### src/rtl/ahb_burst_addr_gen_if.sv
// Command and AHB address-phase bundle for ahb_burst_addr_gen.
// master is the sequencer side; slave is the stimulus/bus side.
interface ahb_burst_addr_gen_if #(
    parameter int ADDR_WIDTH = 32,
    parameter int LEN_WIDTH  = 8
);
    logic                  cmd_valid;
    logic                  cmd_ready;
    logic [ADDR_WIDTH-1:0] cmd_addr;
    logic [2:0]            cmd_burst;
    logic [2:0]            cmd_size;
    logic                  cmd_write;
    logic [LEN_WIDTH-1:0]  cmd_len;
    logic                  busy_req;
    logic                  HREADY;
    logic                  HRESP;
    logic [ADDR_WIDTH-1:0] HADDR;
    logic [1:0]            HTRANS;
    logic [2:0]            HBURST;
    logic [2:0]            HSIZE;
    logic                  HWRITE;
    logic                  beat_acc;
    logic                  done;
    logic                  err;

    modport master (
        input  cmd_valid, cmd_addr, cmd_burst, cmd_size, cmd_write, cmd_len,
               busy_req, HREADY, HRESP,
        output cmd_ready, HADDR, HTRANS, HBURST, HSIZE, HWRITE,
               beat_acc, done, err
    );

    modport slave (
        output cmd_valid, cmd_addr, cmd_burst, cmd_size, cmd_write, cmd_len,
               busy_req, HREADY, HRESP,
        input  cmd_ready, HADDR, HTRANS, HBURST, HSIZE, HWRITE,
               beat_acc, done, err
    );
endinterface

### src/rtl/ahb_burst_addr_gen.sv
// AHB master-side burst sequencer: turns one burst command into registered
// address-phase beats, with wrapping, BUSY insertion, 1KB split and ERROR abort.
module ahb_burst_addr_gen #(
    parameter int ADDR_WIDTH = 32,
    parameter int DATA_WIDTH = 32,
    parameter int LEN_WIDTH  = 8
) (
    input logic                  HCLK,
    input logic                  HRESET,
    ahb_burst_addr_gen_if.master bus
);
    localparam logic [1:0] TR_IDLE   = 2'b00;
    localparam logic [1:0] TR_BUSY   = 2'b01;
    localparam logic [1:0] TR_NONSEQ = 2'b10;
    localparam logic [1:0] TR_SEQ    = 2'b11;

    localparam logic [2:0] BURST_SINGLE = 3'b000;
    localparam logic [2:0] BURST_INCR   = 3'b001;
    localparam logic [2:0] BURST_WRAP4  = 3'b010;
    localparam logic [2:0] BURST_INCR4  = 3'b011;
    localparam logic [2:0] BURST_WRAP8  = 3'b100;
    localparam logic [2:0] BURST_INCR8  = 3'b101;
    localparam logic [2:0] BURST_WRAP16 = 3'b110;
    localparam logic [2:0] BURST_INCR16 = 3'b111;

    localparam logic [2:0] SIZE_BYTE  = 3'b000;
    localparam logic       RESP_ERROR = 1'b1;

    localparam logic [2:0] MAX_SIZE = 3'($clog2(DATA_WIDTH / 8));
    localparam int         CNT_W    = LEN_WIDTH + 5;
    localparam int         BYTES_W  = CNT_W + 8;
    localparam logic [BYTES_W:0] KB_LIMIT = (BYTES_W + 1)'(1024);

    typedef enum logic [1:0] {
        ST_IDLE,
        ST_ACTIVE,
        ST_LAST_DATA,
        ST_ERR_WAIT
    } state_t;

    state_t                state_q, state_n;
    logic [ADDR_WIDTH-1:0] haddr_q, haddr_n;
    logic [1:0]            htrans_q, htrans_n;
    logic [2:0]            hburst_q, hburst_n;
    logic [2:0]            hsize_q, hsize_n;
    logic                  hwrite_q, hwrite_n;
    logic                  beat_acc_q, beat_acc_n;
    logic                  done_q, done_n;
    logic                  err_q, err_n;
    logic [CNT_W-1:0]      cnt_q, cnt_n;
    logic [CNT_W-1:0]      beats_q, beats_n;
    logic [ADDR_WIDTH-1:0] mask_q, mask_n;
    logic [ADDR_WIDTH-1:0] step_q, step_n;

    logic [CNT_W-1:0]      cmd_beats;
    logic [ADDR_WIDTH-1:0] cmd_step;
    logic [BYTES_W-1:0]    cmd_bytes;
    logic                  cmd_wrap;
    logic                  cmd_fixed_incr;
    logic [ADDR_WIDTH-1:0] cmd_mask;
    logic [BYTES_W:0]      cmd_kb_end;
    logic                  cmd_illegal;

    logic [ADDR_WIDTH-1:0] addr_inc;
    logic [ADDR_WIDTH-1:0] next_addr;
    logic [1:0]            next_kind;
    logic [1:0]            held_kind;
    logic [CNT_W-1:0]      cnt_inc;
    logic                  addr_phase;

    always_comb begin
        cmd_beats = CNT_W'(1);
        case (bus.cmd_burst)
            BURST_SINGLE:              cmd_beats = CNT_W'(1);
            BURST_INCR:                cmd_beats = (bus.cmd_len == '0) ? CNT_W'(1) : CNT_W'(bus.cmd_len);
            BURST_WRAP4, BURST_INCR4:  cmd_beats = CNT_W'(4);
            BURST_WRAP8, BURST_INCR8:  cmd_beats = CNT_W'(8);
            BURST_WRAP16, BURST_INCR16: cmd_beats = CNT_W'(16);
            default:                   cmd_beats = CNT_W'(1);
        endcase
    end

    // Incrementing bursts use an all-ones mask so the wrap formula degenerates to addr + B.
    assign cmd_step       = ADDR_WIDTH'(1) << bus.cmd_size;
    assign cmd_bytes      = BYTES_W'(cmd_beats) << bus.cmd_size;
    assign cmd_wrap       = (bus.cmd_burst != BURST_SINGLE) && !bus.cmd_burst[0];
    assign cmd_fixed_incr = bus.cmd_burst[0] && (bus.cmd_burst != BURST_INCR);
    assign cmd_mask       = cmd_wrap ? (ADDR_WIDTH'(cmd_bytes) - ADDR_WIDTH'(1)) : '1;
    assign cmd_kb_end     = (BYTES_W + 1)'(bus.cmd_addr[9:0]) + (BYTES_W + 1)'(cmd_bytes);
    assign cmd_illegal    = (bus.cmd_size > MAX_SIZE)
                         || ((bus.cmd_addr & (cmd_step - ADDR_WIDTH'(1))) != '0)
                         || (cmd_fixed_incr && (cmd_kb_end > KB_LIMIT));

    assign addr_inc   = haddr_q + step_q;
    assign next_addr  = (haddr_q & ~mask_q) | (addr_inc & mask_q);
    assign next_kind  = ((hburst_q == BURST_INCR) && (next_addr[9:0] == '0)) ? TR_NONSEQ : TR_SEQ;
    assign held_kind  = ((hburst_q == BURST_INCR) && (haddr_q[9:0] == '0)) ? TR_NONSEQ : TR_SEQ;
    assign cnt_inc    = cnt_q + CNT_W'(1);
    assign addr_phase = bus.HREADY && ((htrans_q == TR_NONSEQ) || (htrans_q == TR_SEQ));

    always_ff @(posedge HCLK) begin
        if (HRESET) begin
            state_q    <= ST_IDLE;
            haddr_q    <= '0;
            htrans_q   <= TR_IDLE;
            hburst_q   <= BURST_SINGLE;
            hsize_q    <= SIZE_BYTE;
            hwrite_q   <= 1'b0;
            beat_acc_q <= 1'b0;
            done_q     <= 1'b0;
            err_q      <= 1'b0;
            cnt_q      <= '0;
            beats_q    <= '0;
            mask_q     <= '0;
            step_q     <= '0;
        end else begin
            state_q    <= state_n;
            haddr_q    <= haddr_n;
            htrans_q   <= htrans_n;
            hburst_q   <= hburst_n;
            hsize_q    <= hsize_n;
            hwrite_q   <= hwrite_n;
            beat_acc_q <= beat_acc_n;
            done_q     <= done_n;
            err_q      <= err_n;
            cnt_q      <= cnt_n;
            beats_q    <= beats_n;
            mask_q     <= mask_n;
            step_q     <= step_n;
        end
    end

    // Error checks come first in each bus state so HRESP overrides busy_req.
    always_comb begin
        state_n    = state_q;
        haddr_n    = haddr_q;
        htrans_n   = htrans_q;
        hburst_n   = hburst_q;
        hsize_n    = hsize_q;
        hwrite_n   = hwrite_q;
        beat_acc_n = 1'b0;
        done_n     = 1'b0;
        err_n      = 1'b0;
        cnt_n      = cnt_q;
        beats_n    = beats_q;
        mask_n     = mask_q;
        step_n     = step_q;

        case (state_q)
            ST_IDLE: begin
                if (bus.cmd_valid) begin
                    if (cmd_illegal) begin
                        err_n = 1'b1;
                    end else begin
                        state_n  = ST_ACTIVE;
                        haddr_n  = bus.cmd_addr;
                        htrans_n = TR_NONSEQ;
                        hburst_n = bus.cmd_burst;
                        hsize_n  = bus.cmd_size;
                        hwrite_n = bus.cmd_write;
                        cnt_n    = '0;
                        beats_n  = cmd_beats;
                        mask_n   = cmd_mask;
                        step_n   = cmd_step;
                    end
                end
            end
            ST_ACTIVE: begin
                if ((bus.HRESP == RESP_ERROR) && !bus.HREADY) begin
                    htrans_n = TR_IDLE;
                    state_n  = ST_ERR_WAIT;
                end else if (addr_phase) begin
                    beat_acc_n = 1'b1;
                    cnt_n      = cnt_inc;
                    if (cnt_inc == beats_q) begin
                        htrans_n = TR_IDLE;
                        state_n  = ST_LAST_DATA;
                    end else begin
                        haddr_n  = next_addr;
                        htrans_n = bus.busy_req ? TR_BUSY : next_kind;
                    end
                end else if (bus.HREADY && (htrans_q == TR_BUSY) && !bus.busy_req) begin
                    htrans_n = held_kind;
                end
            end
            ST_LAST_DATA: begin
                if ((bus.HRESP == RESP_ERROR) && !bus.HREADY) begin
                    state_n = ST_ERR_WAIT;
                end else if (bus.HREADY && (bus.HRESP != RESP_ERROR)) begin
                    done_n  = 1'b1;
                    state_n = ST_IDLE;
                end
            end
            ST_ERR_WAIT: begin
                if (bus.HREADY && (bus.HRESP == RESP_ERROR)) begin
                    err_n   = 1'b1;
                    state_n = ST_IDLE;
                end
            end
            default: state_n = ST_IDLE;
        endcase
    end

    assign bus.cmd_ready = (state_q == ST_IDLE);
    assign bus.HADDR     = haddr_q;
    assign bus.HTRANS    = htrans_q;
    assign bus.HBURST    = hburst_q;
    assign bus.HSIZE     = hsize_q;
    assign bus.HWRITE    = hwrite_q;
    assign bus.beat_acc  = beat_acc_q;
    assign bus.done      = done_q;
    assign bus.err       = err_q;
endmodule

### src/flat_wrapper.sv
// flat-port wrapper written by rule: the top's interface ports become plain ports
module ahb_burst_addr_gen_flat 
#(
    parameter int ADDR_WIDTH = 32,
    parameter int DATA_WIDTH = 32,
    parameter int LEN_WIDTH  = 8
)
  (HCLK, HRESET, bus_cmd_valid, bus_cmd_addr, bus_cmd_burst, bus_cmd_size, bus_cmd_write, bus_cmd_len, bus_busy_req, bus_HREADY, bus_HRESP, bus_cmd_ready, bus_HADDR, bus_HTRANS, bus_HBURST, bus_HSIZE, bus_HWRITE, bus_beat_acc, bus_done, bus_err);
  ahb_burst_addr_gen_if #(.ADDR_WIDTH(ADDR_WIDTH), .LEN_WIDTH(LEN_WIDTH)) bus_i ();
  input logic HCLK;
  input logic HRESET;
  input wire logic [$bits(bus_i.cmd_valid)-1:0] bus_cmd_valid;
  input wire logic [$bits(bus_i.cmd_addr)-1:0] bus_cmd_addr;
  input wire logic [$bits(bus_i.cmd_burst)-1:0] bus_cmd_burst;
  input wire logic [$bits(bus_i.cmd_size)-1:0] bus_cmd_size;
  input wire logic [$bits(bus_i.cmd_write)-1:0] bus_cmd_write;
  input wire logic [$bits(bus_i.cmd_len)-1:0] bus_cmd_len;
  input wire logic [$bits(bus_i.busy_req)-1:0] bus_busy_req;
  input wire logic [$bits(bus_i.HREADY)-1:0] bus_HREADY;
  input wire logic [$bits(bus_i.HRESP)-1:0] bus_HRESP;
  output wire logic [$bits(bus_i.cmd_ready)-1:0] bus_cmd_ready;
  output wire logic [$bits(bus_i.HADDR)-1:0] bus_HADDR;
  output wire logic [$bits(bus_i.HTRANS)-1:0] bus_HTRANS;
  output wire logic [$bits(bus_i.HBURST)-1:0] bus_HBURST;
  output wire logic [$bits(bus_i.HSIZE)-1:0] bus_HSIZE;
  output wire logic [$bits(bus_i.HWRITE)-1:0] bus_HWRITE;
  output wire logic [$bits(bus_i.beat_acc)-1:0] bus_beat_acc;
  output wire logic [$bits(bus_i.done)-1:0] bus_done;
  output wire logic [$bits(bus_i.err)-1:0] bus_err;
  assign bus_i.cmd_valid = bus_cmd_valid;
  assign bus_i.cmd_addr = bus_cmd_addr;
  assign bus_i.cmd_burst = bus_cmd_burst;
  assign bus_i.cmd_size = bus_cmd_size;
  assign bus_i.cmd_write = bus_cmd_write;
  assign bus_i.cmd_len = bus_cmd_len;
  assign bus_i.busy_req = bus_busy_req;
  assign bus_i.HREADY = bus_HREADY;
  assign bus_i.HRESP = bus_HRESP;
  assign bus_cmd_ready = bus_i.cmd_ready;
  assign bus_HADDR = bus_i.HADDR;
  assign bus_HTRANS = bus_i.HTRANS;
  assign bus_HBURST = bus_i.HBURST;
  assign bus_HSIZE = bus_i.HSIZE;
  assign bus_HWRITE = bus_i.HWRITE;
  assign bus_beat_acc = bus_i.beat_acc;
  assign bus_done = bus_i.done;
  assign bus_err = bus_i.err;
  ahb_burst_addr_gen #(.ADDR_WIDTH(ADDR_WIDTH), .DATA_WIDTH(DATA_WIDTH), .LEN_WIDTH(LEN_WIDTH)) u_core (.HCLK(HCLK), .HRESET(HRESET), .bus(bus_i));
endmodule
### config.mk
export PLATFORM = sky130hd
export DESIGN_NAME = ahb_burst_addr_gen_flat
export DESIGN_NICKNAME = d
export VERILOG_FILES = /design/src/rtl/ahb_burst_addr_gen_if.sv /design/src/rtl/ahb_burst_addr_gen.sv /design/src/flat_wrapper.sv
export SDC_FILE = /design/constraint.sdc
export NUM_CORES = 1
export LEC_CHECK = 0
export BUFFER_PORTS_ARGS = -buffer_cell sky130_fd_sc_hd__buf_2
export CORE_UTILIZATION = 53
export DETAILED_ROUTE_END_ITERATION = 7
export PLACE_DENSITY_LB_ADDON = 0.05
export SYNTH_ARGS = -nofsm -noshare
export SYNTH_HDL_FRONTEND = slang
export SYNTH_SLANG_ARGS = --single-unit
### constraint.sdc
create_clock -name HCLK -period 7.02 [get_ports HCLK]
set_clock_uncertainty 0.15 [all_clocks]
set_input_delay 2.106 -clock HCLK [delete_from_list [all_inputs] [get_ports HCLK]]
set_output_delay 2.106 -clock HCLK [all_outputs]
set_load 0.01 [all_outputs]
# After elaboration in Yosys (flattened, before gate mapping)
# Cells that the tools add are included.
# totals
register_bits,136
latch_bits,0
ramBits,0
rom_bits,0
input_bits,53
out_inout_bits,45
elab_cells,131
n_memories,0
# classes
add_sub_neg,5
multipliers,0
n_div,0
order_cmp,2
eq_ne,26
n_shift,2
mux,39
bitwise_logic,9
n_reduce_logical,35
# op_table
op,count
two-way mux 32 bit,6
AND 32 bit,3
case mux 13 bit (5 select lines),1
case mux 32 bit (2 select lines),1
two-way mux 13 bit,4
adder 32 bit,1
inverter 32 bit,1
OR 32 bit,1
nonzero test 32 bit,1
"left shift 1 x 3 -> 32 bit, first input constant",1
"subtractor 32 x 1 -> 32 bit, second input constant",1
two-way mux 2 bit,15
case mux 13 bit (2 select lines),1
adder 10 x 21 -> 22 bit,1
"> comparator 22 x 11 -> 1 bit, second input constant",1
"subtractor 21 x 1 -> 22 bit, second input constant",1
left shift 13 x 3 -> 21 bit,1
zero test 10 bit,2
"adder 13 x 1 -> 13 bit, second input constant",1
equality test 13 bit,1
"equality test 3 bit, second input constant",4
"!= test 3 x 1 -> 1 bit, second input constant",4
AND reduction 6 bit,2
logical AND 1 bit,11
other kinds (26),52

# Depth between registers and ports, before layout
# Gate-level depths: netlist of the first run.
# logic_depth
word_depth,11
mapped_depth,19
mapped_depth_nobuf,17

# Worst setup path after synthesis of the first run
# OpenSTA, ideal clock, no wires.
# synth_path
path_kind,in2reg
startpoint,in bus_cmd_len[4]
endpoint,reg u_core.cnt_q[8]
setup_ns,0.130
arrival_ns,6.486
required_time_ns,6.740
setup_slack_ns,0.253
cell_stages,16
n_path_buf,2
cell_sequence,or4_1 o311ai_1 and3_1 a221o_1 ha_1 clkbuf_1 a21o_1 a21oi_1 o221ai_1 or4_1 or4b_4 o32a_1 o21a_1 clkbuf_1 o311ai_1 o31ai_1
# synth_via
elab_chain_len,10
# synth_lines
item,line,source
"start, declared",flat_wrapper.sv:17,input wire logic [$bits(bus_i.cmd_len)-1:0] bus_cmd_len;
zero test 8 bit,ahb_burst_addr_gen.sv:75,BURST_INCR: cmd_beats = (bus.cmd_len == '0) ? CNT_W'(1) : CNT_W'(bus.cmd_len);
two-way mux 8 bit *,ahb_burst_addr_gen.sv:75,
case mux 13 bit (5 select lines) *,ahb_burst_addr_gen.sv:73,case (bus.cmd_burst)
left shift 13 x 3 -> 21 bit *,ahb_burst_addr_gen.sv:85,assign cmd_bytes = BYTES_W'(cmd_beats) << bus.cmd_size;
adder 10 x 21 -> 22 bit *,ahb_burst_addr_gen.sv:89,assign cmd_kb_end = (BYTES_W + 1)'(bus.cmd_addr[9:0]) + (BYTES_W + 1)'(cmd_bytes);
> comparator 22 x 11 -> 1 bit *,ahb_burst_addr_gen.sv:92,|| (cmd_fixed_incr && (cmd_kb_end > KB_LIMIT));
logical AND 1 bit *,ahb_burst_addr_gen.sv:92,
logical OR 1 bit *,ahb_burst_addr_gen.sv:92,
!= test 2 bit (no line) *,--,
AND reduction 5 bit (no line) *,--,
"end signal, assigned",ahb_burst_addr_gen.sv:126,cnt_q <= cnt_n;
"end, declared",ahb_burst_addr_gen.sv:50,"logic [CNT_W-1:0] cnt_q, cnt_n;"
# Every way passes the cells marked *; elsewhere a longest branch is shown, timed or not. The select of a mux whose other input is x is not followed.
# A chain may end at the register's enable or synchronous reset.

# Worst setup path after layout of the first run
# layout_path
startpoint,in bus_cmd_len[4]
endpoint,reg u_core.mask_q[4]
# layout_via
elab_chain_len,10
word_cells_on_any_way,12
cone_classes,add/sub: 2; order compare: 1; shift: 1; mux: 3; bitwise: 1; reduce/logical: 4
# layout_lines
item,line,source
zero test 8 bit,ahb_burst_addr_gen.sv:75,
two-way mux 8 bit *,ahb_burst_addr_gen.sv:75,
case mux 13 bit (5 select lines) *,ahb_burst_addr_gen.sv:73,
left shift 13 x 3 -> 21 bit *,ahb_burst_addr_gen.sv:85,
adder 10 x 21 -> 22 bit,ahb_burst_addr_gen.sv:89,
> comparator 22 x 11 -> 1 bit,ahb_burst_addr_gen.sv:92,
logical AND 1 bit,ahb_burst_addr_gen.sv:92,
logical OR 1 bit,ahb_burst_addr_gen.sv:92,
inverter 1 bit (no line),--,
AND reduction 3 bit (no line),--,
"end signal, assigned",ahb_burst_addr_gen.sv:128,mask_q <= mask_n;
"end, declared",ahb_burst_addr_gen.sv:52,"logic [ADDR_WIDTH-1:0] mask_q, mask_n;"
# Marked as above.

==> impl_results.rst, run 1 <==
.. list-table::
   :header-rows: 1

   * - Metric
     - Value
   * - Arrival time at the worst endpoint
     - 6.97 ns
   * - Category of the worst setup path launch point
     - input pin
   * - Area occupied by multi-input gates
     - 4700 um2
   * - Run status
     - completed
   * - Worst max-slew margin expressed relative to the limit
     - 21.7%
   * - Post-route clock period utilization
     - 97.1%
   * - CTS tree
     - done
   * - Cell taking the most area after synthesis
     - dfxtp_1
   * - Top_reg_cell synth
     - dfxtp_1
   * - Final-report setup violation count
     - 0
   * - Routed wire per std cell
     - 19.8 um
   * - Number of core rows
     - 41
   * - Initial core utilization
     - 55.0%
   * - Antenna cells
     - 0
   * - TritonCTS Buffers
     - 9
   * - CP endpoint kind
     - flop
   * - Count of routing violations after the opening detailed-route iteration
     - 1,014
   * - Synth Register Bits
     - 97
   * - Number of enable flip-flop cells after synthesis
     - 0
   * - Synth Area per Inst
     - 7.86 um2
   * - Sum of negative setup slack
     - 0 ns
   * - Most frequent cell after synthesis
     - dfxtp_1
   * - Pin count of the biggest net entering global routing
     - 66
   * - Area fraction of the dominant cell type after synthesis
     - 27.6%
   * - Last weighted congestion value of the routability-driven placer
     - 1.02
   * - Clock Root Buffer
     - clkbuf_16
   * - Post-placement setup slack
     - -0.185 ns
   * - Count of buffers added by post-CTS timing repair for setup
     - 0
   * - Maximum vdd ir drop
     - 97.0 uV
   * - List of most frequent post-synthesis cells
     - dfxtp_1 (97), a21oi_1 (71), nor2_1 (65)
   * - Layout overhead on the synthesized area
     - 14.8%
   * - Number of fill cells
     - 1,148
   * - Fin crit period
     - 6.82 ns
   * - H-tree levels
     - 3
   * - CTS clk-pin slew, worst paths
     - 0.07 ns
   * - Overall die width
     - 117 um
   * - Utilization of the core after routing
     - 63.1%
   * - Number of endpoints with negative hold slack in the final report
     - 0
   * - Number of iterations in the first detailed-routing pass
     - 5
   * - Clock tree buffer depth
     - 2
   * - Vias per Instance
     - 6.71
   * - Unique cell type count in the Yosys netlist
     - 80
   * - Vert. Die Dim
     - 117 um
   * - Ratio of cells with drive above 1 in the final layout
     - 17.7%
   * - Total wirelength of the detailed-routed design
     - 22,800 um
   * - Max capacitance violation total
     - 0
   * - Final WS setup
     - 0.204 ns
   * - Detail Placement HPWL
     - 16,600 um
   * - Total routing usage reported by global routing
     - 33.9%
   * - Die Area
     - 13,700 um2
   * - Actual slew at the worst max-slew pin
     - 1.17 ns
   * - Total design power
     - 1.54 mW
   * - Leakage dissipation
     - 3.24 nW
   * - YS warnings
     - 0
   * - Count of pins on the block boundary
     - 98
   * - Max Fclk
     - 147 MHz
   * - Post-synthesis sequential area ratio
     - 27.6%
   * - FF+latch area
     - 1940 um2
   * - Power density normalized to cell area
     - 191 nW/um2
   * - Worst Path Max Fanout
     - 15
   * - Insertion delay of the later-clocked pin in the worst-skew pair
     - 0.36 ns
   * - Synthesized cell area
     - 7030 um2
   * - Detailed-route via count
     - 7,714
   * - Global-route wire length before repair
     - 36,000 um
   * - Syn_nets
     - 975
   * - Via count of the first global-routing pass
     - 7,043
   * - Port-buffer cells
     - 97
   * - CTS sink count
     - 97
   * - # DRC
     - 0
   * - Post-cts hold buffer count
     - 0
   * - Worst setup path class
     - in -> reg
   * - Classification of the worst-slack hold path
     - reg -> reg
   * - Post-layout nets
     - 1,054
   * - Top cells by area in the synthesized netlist
     - dfxtp_1 (28%), a21oi_1 (5.1%), ha_1 (4.6%), nor2_1 (3.5%), nand3_1 (3.1%)
   * - Antenna-violating nets left
     - 0
   * - Critical path required time
     - 7.18 ns
   * - RSZ-0062 raised after global routing
     - false
   * - Std-Cell Core Area
     - 12,800 um2
   * - Antenna violations before repair
     - 0
   * - Slew Viols, Final
     - 0
   * - Worst hold slack after final layout
     - 0.323 ns
   * - Gate Count Post-Synth
     - 894
   * - Share of synthesized flip-flops with an asynchronous set or reset
     - 0%
   * - Total overflow reported by the global router
     - 0
power by group:
part	internal, mW	leakage (nW)	switching (mW)	total, mW
registers	0.577	0.784	0.0337	0.610
clock network	0.314	0.153	0.227	0.542
logic	0.147	2.31	0.238	0.385
metal layers:
layer	GRT usage [%]	vias to the layer above	wire length (um)
met5	0	-	0
met3	3.50	80	1610
met2	54.0	403	10500
met4	18.5	0	924
met1	45.1	3663	9800
li1	-	3568	-
final cells by class:
cell class | instances | area share (%)
flip-flops and latches | 97 | 24.1
clock buffers | 10 | 2.84
inverters | 31 | 1.44
clock inverters | 6 | 1.12
well taps | 172 | 2.67
repair buffers | 133 | 9.53
multi-input cells | 701 | 58.3
placed cells by master, fill, tap and decap left out, types with 7 or more instances in the layout:
cell type / n
dfxtp_1: 97
buf_2: 97
a21oi_1: 71
nor2_1: 65
nand2_1: 57
nand3_1: 44
o21ai_0: 36
buf_4: 35
a31oi_1: 31
inv_1: 28
ha_1: 25
xnor2_1: 24
xor2_1: 22
nor3_1: 22
a211oi_1: 21
o21a_1: 20
o31ai_1: 19
nand4_1: 19
o211ai_1: 15
and3_1: 14
mux2i_1: 14
a21o_1: 14
a22oi_1: 10
or4_1: 9
nand2b_1: 9
nor4_1: 9
clkbuf_16: 9
a311oi_1: 8
o21ai_1: 7
through the flow:
| step | std cells | cell area, um2 |
|---|---|---|
| final | 1150 | 8060 |
| after global placement | 1134 | 7740 |
| after floorplan | 894 | 7030 |
| after detailed placement | 1134 | 7740 |
| after global routing | 1150 | 8060 |
| after CTS | 1150 | 8060 |
worst paths after layout:
kind	startpoint	end	slack, ns	depth (start not counted)
setup / recovery	bus_cmd_len[4]	u_core.mask_q[4]	0.20	17
hold / removal	u_core.mask_q[6]	u_core.mask_q[6]	0.32	2
setup reg to reg	u_core.state_q[1]	flop	2.78	11
hold reg to reg	u_core.mask_q[6]	u_core.mask_q[6]	0.32	2
critical path: stages:
cell	delay, ns
buf_2	0.12
or4_1	0.51
o311ai_1	0.26
buf_4	0.19
a311oi_1	0.13
a211oi_1	0.43
ha_1	0.32
nor2b_1	0.15
o21ai_0	0.17
nand3b_1	0.10
or4_1	0.50
or4b_4	0.56
o32ai_4	0.34
a21oi_2	0.26
a2111oi_1	0.55
buf_4	0.20
a31o_1	0.08
cells by family (layout without fill, tap and decap cells):
family / Yosys count / after routing / synth area share, %
AND/OR/NAND/NOR: 284 / 284 / 20.5
flip-flops: 97 / 97 / 27.6
AO/OA/AOI/OAI: 322 / 322 / 32.0
XOR/XNOR: 46 / 46 / 5.73
adder cells (fa/ha/maj): 28 / 28 / 5.20
buffers and inverters: 96 / 180 / 5.49
multiplexers: 21 / 21 / 3.44
timing repair:
item | CTS | global route
resized for setup | 0 | 2
endpoints found under the hold margin | 0 | 0
setup endpoints to repair | 0 | 2
Power figures use the tool's default switching activity.
==> run 2, diff against run 1 <==
--- a/config.mk
+++ b/config.mk
@@ -6,7 +6,9 @@
 export NUM_CORES = 1
 export LEC_CHECK = 0
 export BUFFER_PORTS_ARGS = -buffer_cell sky130_fd_sc_hd__buf_2
-export CORE_UTILIZATION = 53
+export CELL_PAD_IN_SITES_DETAIL_PLACEMENT = 1
+export CELL_PAD_IN_SITES_GLOBAL_PLACEMENT = 1
+export CORE_UTILIZATION = 39
 export DETAILED_ROUTE_END_ITERATION = 7
 export PLACE_DENSITY_LB_ADDON = 0.05
 export SYNTH_ARGS = -nofsm -noshare
==> constraint.sdc (replaced) <==
create_clock -name HCLK -period 7.02 [get_ports HCLK]
set_clock_uncertainty 0.15 [all_clocks]
set_input_delay 0.351 -clock HCLK [delete_from_list [all_inputs] [get_ports HCLK]]
set_output_delay 0.351 -clock HCLK [all_outputs]
set_load 0.01 [all_outputs]
==> impl_results.rst, run 2 (same netlist as run 1, synthesis figures left out) <==
.. list-table::
   :header-rows: 1

   * - Metric
     - Value
   * - Initial core utilization
     - 40.3%
   * - Critical path required time
     - 7.11 ns
   * - Count of buffers added by post-CTS timing repair for setup
     - 0
   * - Worst setup path class
     - in -> reg
   * - Post-cts hold buffer count
     - 0
   * - Overall die width
     - 136 um
   * - H-tree levels
     - 3
   * - CTS tree
     - done
   * - Pin count of the biggest net entering global routing
     - 67
   * - Slew Viols, Final
     - 0
   * - Maximum vdd ir drop
     - 96.7 uV
   * - Clock tree buffer depth
     - 2
   * - Post-placement setup slack
     - 0.885 ns
   * - Number of iterations in the first detailed-routing pass
     - 4
   * - Worst Path Max Fanout
     - 17
   * - RSZ-0062 raised after global routing
     - false
   * - Last weighted congestion value of the routability-driven placer
     - 0.874
   * - Final WS setup
     - 1.18 ns
   * - Via count of the first global-routing pass
     - 7,530
   * - TritonCTS Buffers
     - 9
   * - Layout overhead on the synthesized area
     - 12.6%
   * - Number of fill cells
     - 2,160
   * - Post-layout nets
     - 1,028
   * - Number of core rows
     - 48
   * - Max capacitance violation total
     - 0
   * - CTS clk-pin slew, worst paths
     - 0.07 ns
   * - Worst max-slew margin expressed relative to the limit
     - 31.0%
   * - Leakage dissipation
     - 3.11 nW
   * - CP endpoint kind
     - flop
   * - Power density normalized to cell area
     - 193 nW/um2
   * - Top library cells by usage in the layout, fill and taps aside
     - dfxtp_1 (97), buf_2 (97), a21oi_1 (71), nor2_1 (65), nand2_1 (57)
   * - Number of endpoints with negative hold slack in the final report
     - 0
   * - # DRC
     - 0
   * - Vert. Die Dim
     - 136 um
   * - Port-buffer cells
     - 97
   * - Antenna-violating nets left
     - 0
   * - Total overflow reported by the global router
     - 0
   * - Detailed-route via count
     - 7,560
   * - Run status
     - completed
   * - Arrival time at the worst endpoint
     - 5.94 ns
   * - Category of the worst setup path launch point
     - input pin
   * - CTS sink count
     - 97
   * - Global-route wire length before repair
     - 41,400 um
   * - Final-report setup violation count
     - 0
   * - Count of routing violations after the opening detailed-route iteration
     - 592
   * - Antenna cells
     - 0
   * - Ratio of cells with drive above 1 in the final layout
     - 15.4%
   * - Max Fclk
     - 171 MHz
   * - Die Area
     - 18,600 um2
   * - Std-Cell Core Area
     - 17,400 um2
   * - Detail Placement HPWL
     - 19,900 um
   * - Count of pins on the block boundary
     - 98
   * - Post-route clock period utilization
     - 83.2%
   * - Total routing usage reported by global routing
     - 28.8%
   * - Clock Root Buffer
     - clkbuf_16
   * - Sum of negative setup slack
     - 0 ns
   * - Total wirelength of the detailed-routed design
     - 26,800 um
   * - Fin crit period
     - 5.84 ns
   * - Number of resized instances in the post-cts repair step
     - 0
   * - Actual slew at the worst max-slew pin
     - 1.03 ns
   * - Antenna violations before repair
     - 0
   * - Routed wire per std cell
     - 22.8 um
   * - Insertion delay of the later-clocked pin in the worst-skew pair
     - 0.35 ns
   * - Classification of the worst-slack hold path
     - in -> reg
   * - Vias per Instance
     - 6.43
-- run 2: layer usage --
| metal | routed length (um) | share of wire (%) | vias up | global-route usage (%) |
|---|---|---|---|---|
| met3 | 1090 | 4.1 | 40 | 2.83 |
| met4 | 615 | 2.3 | 0 | 10.4 |
| li1 | - | - | 3506 | - |
| met2 | 13300 | 50 | 197 | 50.5 |
| met1 | 11800 | 44 | 3817 | 36.5 |
| met5 | 0 | 0 | - | 0 |
-- run 2: worst max-delay path: stages --
cell       delay, ns
buf_2           0.15
or4_1           0.52
o311ai_1        0.25
buf_4           0.20
a311oi_1        0.14
nor3_1          0.75
ha_1            0.43
o2111ai_1       0.16
o221ai_1        0.16
or4_1           0.41
or4b_4          0.56
o32ai_4         0.37
a21o_1          0.54
nand2_1         0.47
o41ai_1         0.47
-- run 2: worst paths after layout --
path                     startpoint                end  slack (ns)  cells past startpoint
setup / recovery     bus_cmd_len[5]   u_core.mask_q[9]        1.18                     15
hold / removal            bus_HRESP    u_core.bus.done        0.09                      2
hold reg to reg   u_core.mask_q[13]  u_core.mask_q[13]        0.32                      1
setup reg to reg    u_core.cnt_q[0]               flop        2.81                     10
-- run 2: layout make-up --
cell class	instances	area, um2	area share [%]
clock buffer	10	229	2.89
clock inverter	5	81.3	1.03
multi-input combinational	701	4700	59.4
tap	225	282	3.56
timing repair buffer	107	561	7.09
inverter	31	116	1.47
sequential	97	1940	24.5
-- run 2: power by group --
part,internal (mW),switching [mW],total (mW)
combinational,0.134,0.244,0.377
clock,0.311,0.227,0.538
sequential,0.577,0.0348,0.611
total,1.02,0.506,1.53
-- run 2: metrics by stage --
step | power [mW] | hold WS [ns] | utilization [%] | cells | cell area, um2
6_report | 1.53 | 0.0879 | 45.4 | 1176 | 7910
2_1_floorplan | 0.863 | 0.278 | - | 894 | 7030
3_3_place_gp | 0.984 | 0.301 | 43.6 | 1161 | 7600
4_1_cts | 1.53 | 0.0862 | 45.4 | 1176 | 7910
5_1_grt | 1.59 | 0.105 | 45.4 | 1176 | 7910
3_5_place_dp | 0.996 | 0.305 | 43.6 | 1161 | 7600
==> run 3, diff against run 2 <==
--- a/config.mk
+++ b/config.mk
@@ -8,7 +8,7 @@
 export BUFFER_PORTS_ARGS = -buffer_cell sky130_fd_sc_hd__buf_2
 export CELL_PAD_IN_SITES_DETAIL_PLACEMENT = 1
 export CELL_PAD_IN_SITES_GLOBAL_PLACEMENT = 1
-export CORE_UTILIZATION = 39
+export CORE_UTILIZATION = 43
 export DETAILED_ROUTE_END_ITERATION = 7
 export PLACE_DENSITY_LB_ADDON = 0.05
 export SYNTH_ARGS = -nofsm -noshare
==> constraint.sdc (replaced) <==
create_clock -name HCLK -period 5.9 [get_ports HCLK]
set_clock_uncertainty 0.15 [all_clocks]
set_input_delay 0.295 -clock HCLK [delete_from_list [all_inputs] [get_ports HCLK]]
set_output_delay 0.295 -clock HCLK [all_outputs]
set_load 0.01 [all_outputs]
==> impl_results.rst, run 3 (same netlist as run 1, synthesis figures left out) <==
.. list-table::
   :header-rows: 1

   * - Metric
     - Value
   * - Port-buffer cells
     - 97
   * - Vias per Instance
     - 6.44
   * - Number of fill cells
     - 2,011
   * - Last weighted congestion value of the routability-driven placer
     - 0.898
   * - Clk pwr share
     - 34.1%
   * - Switching Share
     - 34.3%
   * - Worst stage delay on the critical path
     - 0.57 ns
   * - Power density normalized to cell area
     - 226 nW/um2
   * - Actual slew at the worst max-slew pin
     - 1.00 ns
   * - Number of resized instances in the post-cts repair step
     - 0
   * - CTS clk-pin slew, worst paths
     - 0.07 ns
   * - Fin crit period
     - 5.32 ns
   * - Category of the worst setup path launch point
     - input pin
   * - Final-report setup violation count
     - 0
   * - Post-route clock period utilization
     - 90.2%
   * - Insertion delay of the later-clocked pin in the worst-skew pair
     - 0.36 ns
   * - Crit-path slowest cell
     - or4b_4
   * - Overall die width
     - 130 um
   * - Top library cells by usage in the layout, fill and taps aside
     - dfxtp_1 (97), buf_2 (97), a21oi_1 (71), nor2_1 (65), nand2_1 (57)
   * - TritonCTS Buffers
     - 9
   * - Leakage dissipation
     - 3.15 nW
   * - Kind of cell with the highest combined delay on the critical path
     - simple AND/OR/NAND/NOR gates
   * - Post-placement cell count
     - 1,162
   * - Worst hold slack after final layout
     - 0.0252 ns
   * - CTS tree
     - done
   * - Antenna cells
     - 0
   * - Clock Root Buffer
     - clkbuf_16
   * - Cells along the critical path
     - buf_2, clkinv_1, nor3_1, nor3_1, a211oi_1, ha_1, nor2b_1, o21ai_0, nand3b_1, or4_1, or4b_4, o32a_1, o21a_1, or4_1, a21oi_1
   * - Relative contribution of sequential cells to total power
     - 40.5%
   * - Count of routing violations after the opening detailed-route iteration
     - 550
   * - Initial core utilization
     - 44.1%
   * - Ratio of cells with drive above 1 in the final layout
     - 16.3%
   * - Total buffers and inverters traversed by the critical path
     - 2
   * - FF-to-FF path depth
     - 10
   * - Sum of negative setup slack
     - 0 ns
   * - Count of non-filler cells in the finished layout
     - 1,178
   * - Area occupied by multi-input gates
     - 4700 um2
   * - Total wirelength of the detailed-routed design
     - 26,300 um
   * - FF+latch area
     - 1940 um2
   * - Max capacitance violation total
     - 0
   * - Vert. Die Dim
     - 130 um
   * - Critical path required time
     - 6.03 ns
   * - Number of endpoints with negative hold slack in the final report
     - 0
   * - Total design power
     - 1.80 mW
   * - Number of iterations in the first detailed-routing pass
     - 5
   * - Antenna violations before repair
     - 0
   * - Clock tree buffer depth
     - 2
   * - CP endpoint kind
     - flop
   * - H-tree levels
     - 3
   * - Global-route wire length before repair
     - 40,600 um
   * - RSZ-0062 raised after global routing
     - false
   * - Post-layout nets
     - 1,038
   * - Slew Viols, Final
     - 0
   * - Cell-internal power
     - 1.18 mW
   * - Total overflow reported by the global router
     - 0
   * - Number of core rows
     - 46
   * - Detail Placement HPWL
     - 19,200 um
   * - Layout overhead on the synthesized area
     - 13.3%
   * - Post-cts hold buffer count
     - 0
   * - CTS sink count
     - 97
   * - Max Fclk
     - 188 MHz
   * - Combinational share of power
     - 25.4%
   * - # DRC
     - 0
   * - Routed wire per std cell
     - 22.3 um
   * - Std-Cell Core Area
     - 15,900 um2
   * - Classification of the worst-slack hold path
     - in -> reg
   * - Worst max-slew margin expressed relative to the limit
     - 33.2%
   * - Run status
     - completed
   * - Detailed-route via count
     - 7,588
   * - Worst setup path class
     - in -> reg
   * - Hold Path Depth
     - 2
   * - Antenna-violating nets left
     - 0
   * - Via count of the first global-routing pass
     - 7,325
   * - Logic depth of the worst setup path including buffers
     - 15
   * - Count of pins on the block boundary
     - 98
   * - Total routing usage reported by global routing
     - 31.3%
   * - Worst Path Max Fanout
     - 20
   * - Die Area
     - 16,900 um2
   * - Arrival time at the worst endpoint
     - 5.45 ns
   * - Final WS setup
     - 0.576 ns
   * - Maximum vdd ir drop
     - 135 uV
   * - Count of buffers added by post-CTS timing repair for setup
     - 0
   * - Post-placement setup slack
     - 0.314 ns
   * - Total net switching power
     - 0.615 mW
   * - Pin count of the biggest net entering global routing
     - 67
==> run 3: changes by cell type in the layout (fill, tap and decap cells not counted), sizes merged <==
| cell | before | now |
|---|---|---|
| buf | 107 | 117 |
| bufinv | 2 | 1 |
| clkinvlp | 1 | 2 |
| inv | 29 | 30 |
==> run 3: path summary, 6_finish.rpt <==
check | startpoint | end | slack [ns]
max reg2reg | u_core.cnt_q[0] | flop | 1.84
min | bus_HRESP | u_core.bus.done | 0.03
min reg2reg | u_core.mask_q[13] | u_core.mask_q[13] | 0.32
max | bus_cmd_size[0] | u_core.cnt_q[10] | 0.58
==> run 3: power by group through the flow <==
stage               registers, mW  logic (mW)  clock network (mW)
floorplan                   0.741       0.286                   0
global placement            0.739       0.437                   0
detailed placement          0.742       0.448                   0
CTS                         0.727       0.452               0.620
global route                0.732       0.494               0.645
finish                      0.727       0.456               0.613
==> run 3: per-layer routing <==
layer	GRT usage, %	part of all wire, %
met4	11.8	2.8
met2	53.6	48
met3	3.53	4.3
met1	40.4	45
met5	0	0
==> run 3: final cells by class <==
cell class                 instances  area share, %
clock buffer                      10           2.88
sequential                        97           24.4
clock inverter                     6          0.849
tap                              216           3.39
timing repair buffer             117           7.98
inverter                          31           1.46
multi-input combinational        701           59.0
==> run 3: stage by stage <==
stage | area (um2) | util, %
6_report | 7960 | 49.9
5_1_grt | 7960 | 49.9
4_1_cts | 7960 | 49.9
3_5_place_dp | 7660 | 48.1
3_3_place_gp | 7660 | 48.1
2_1_floorplan | 7030 | -
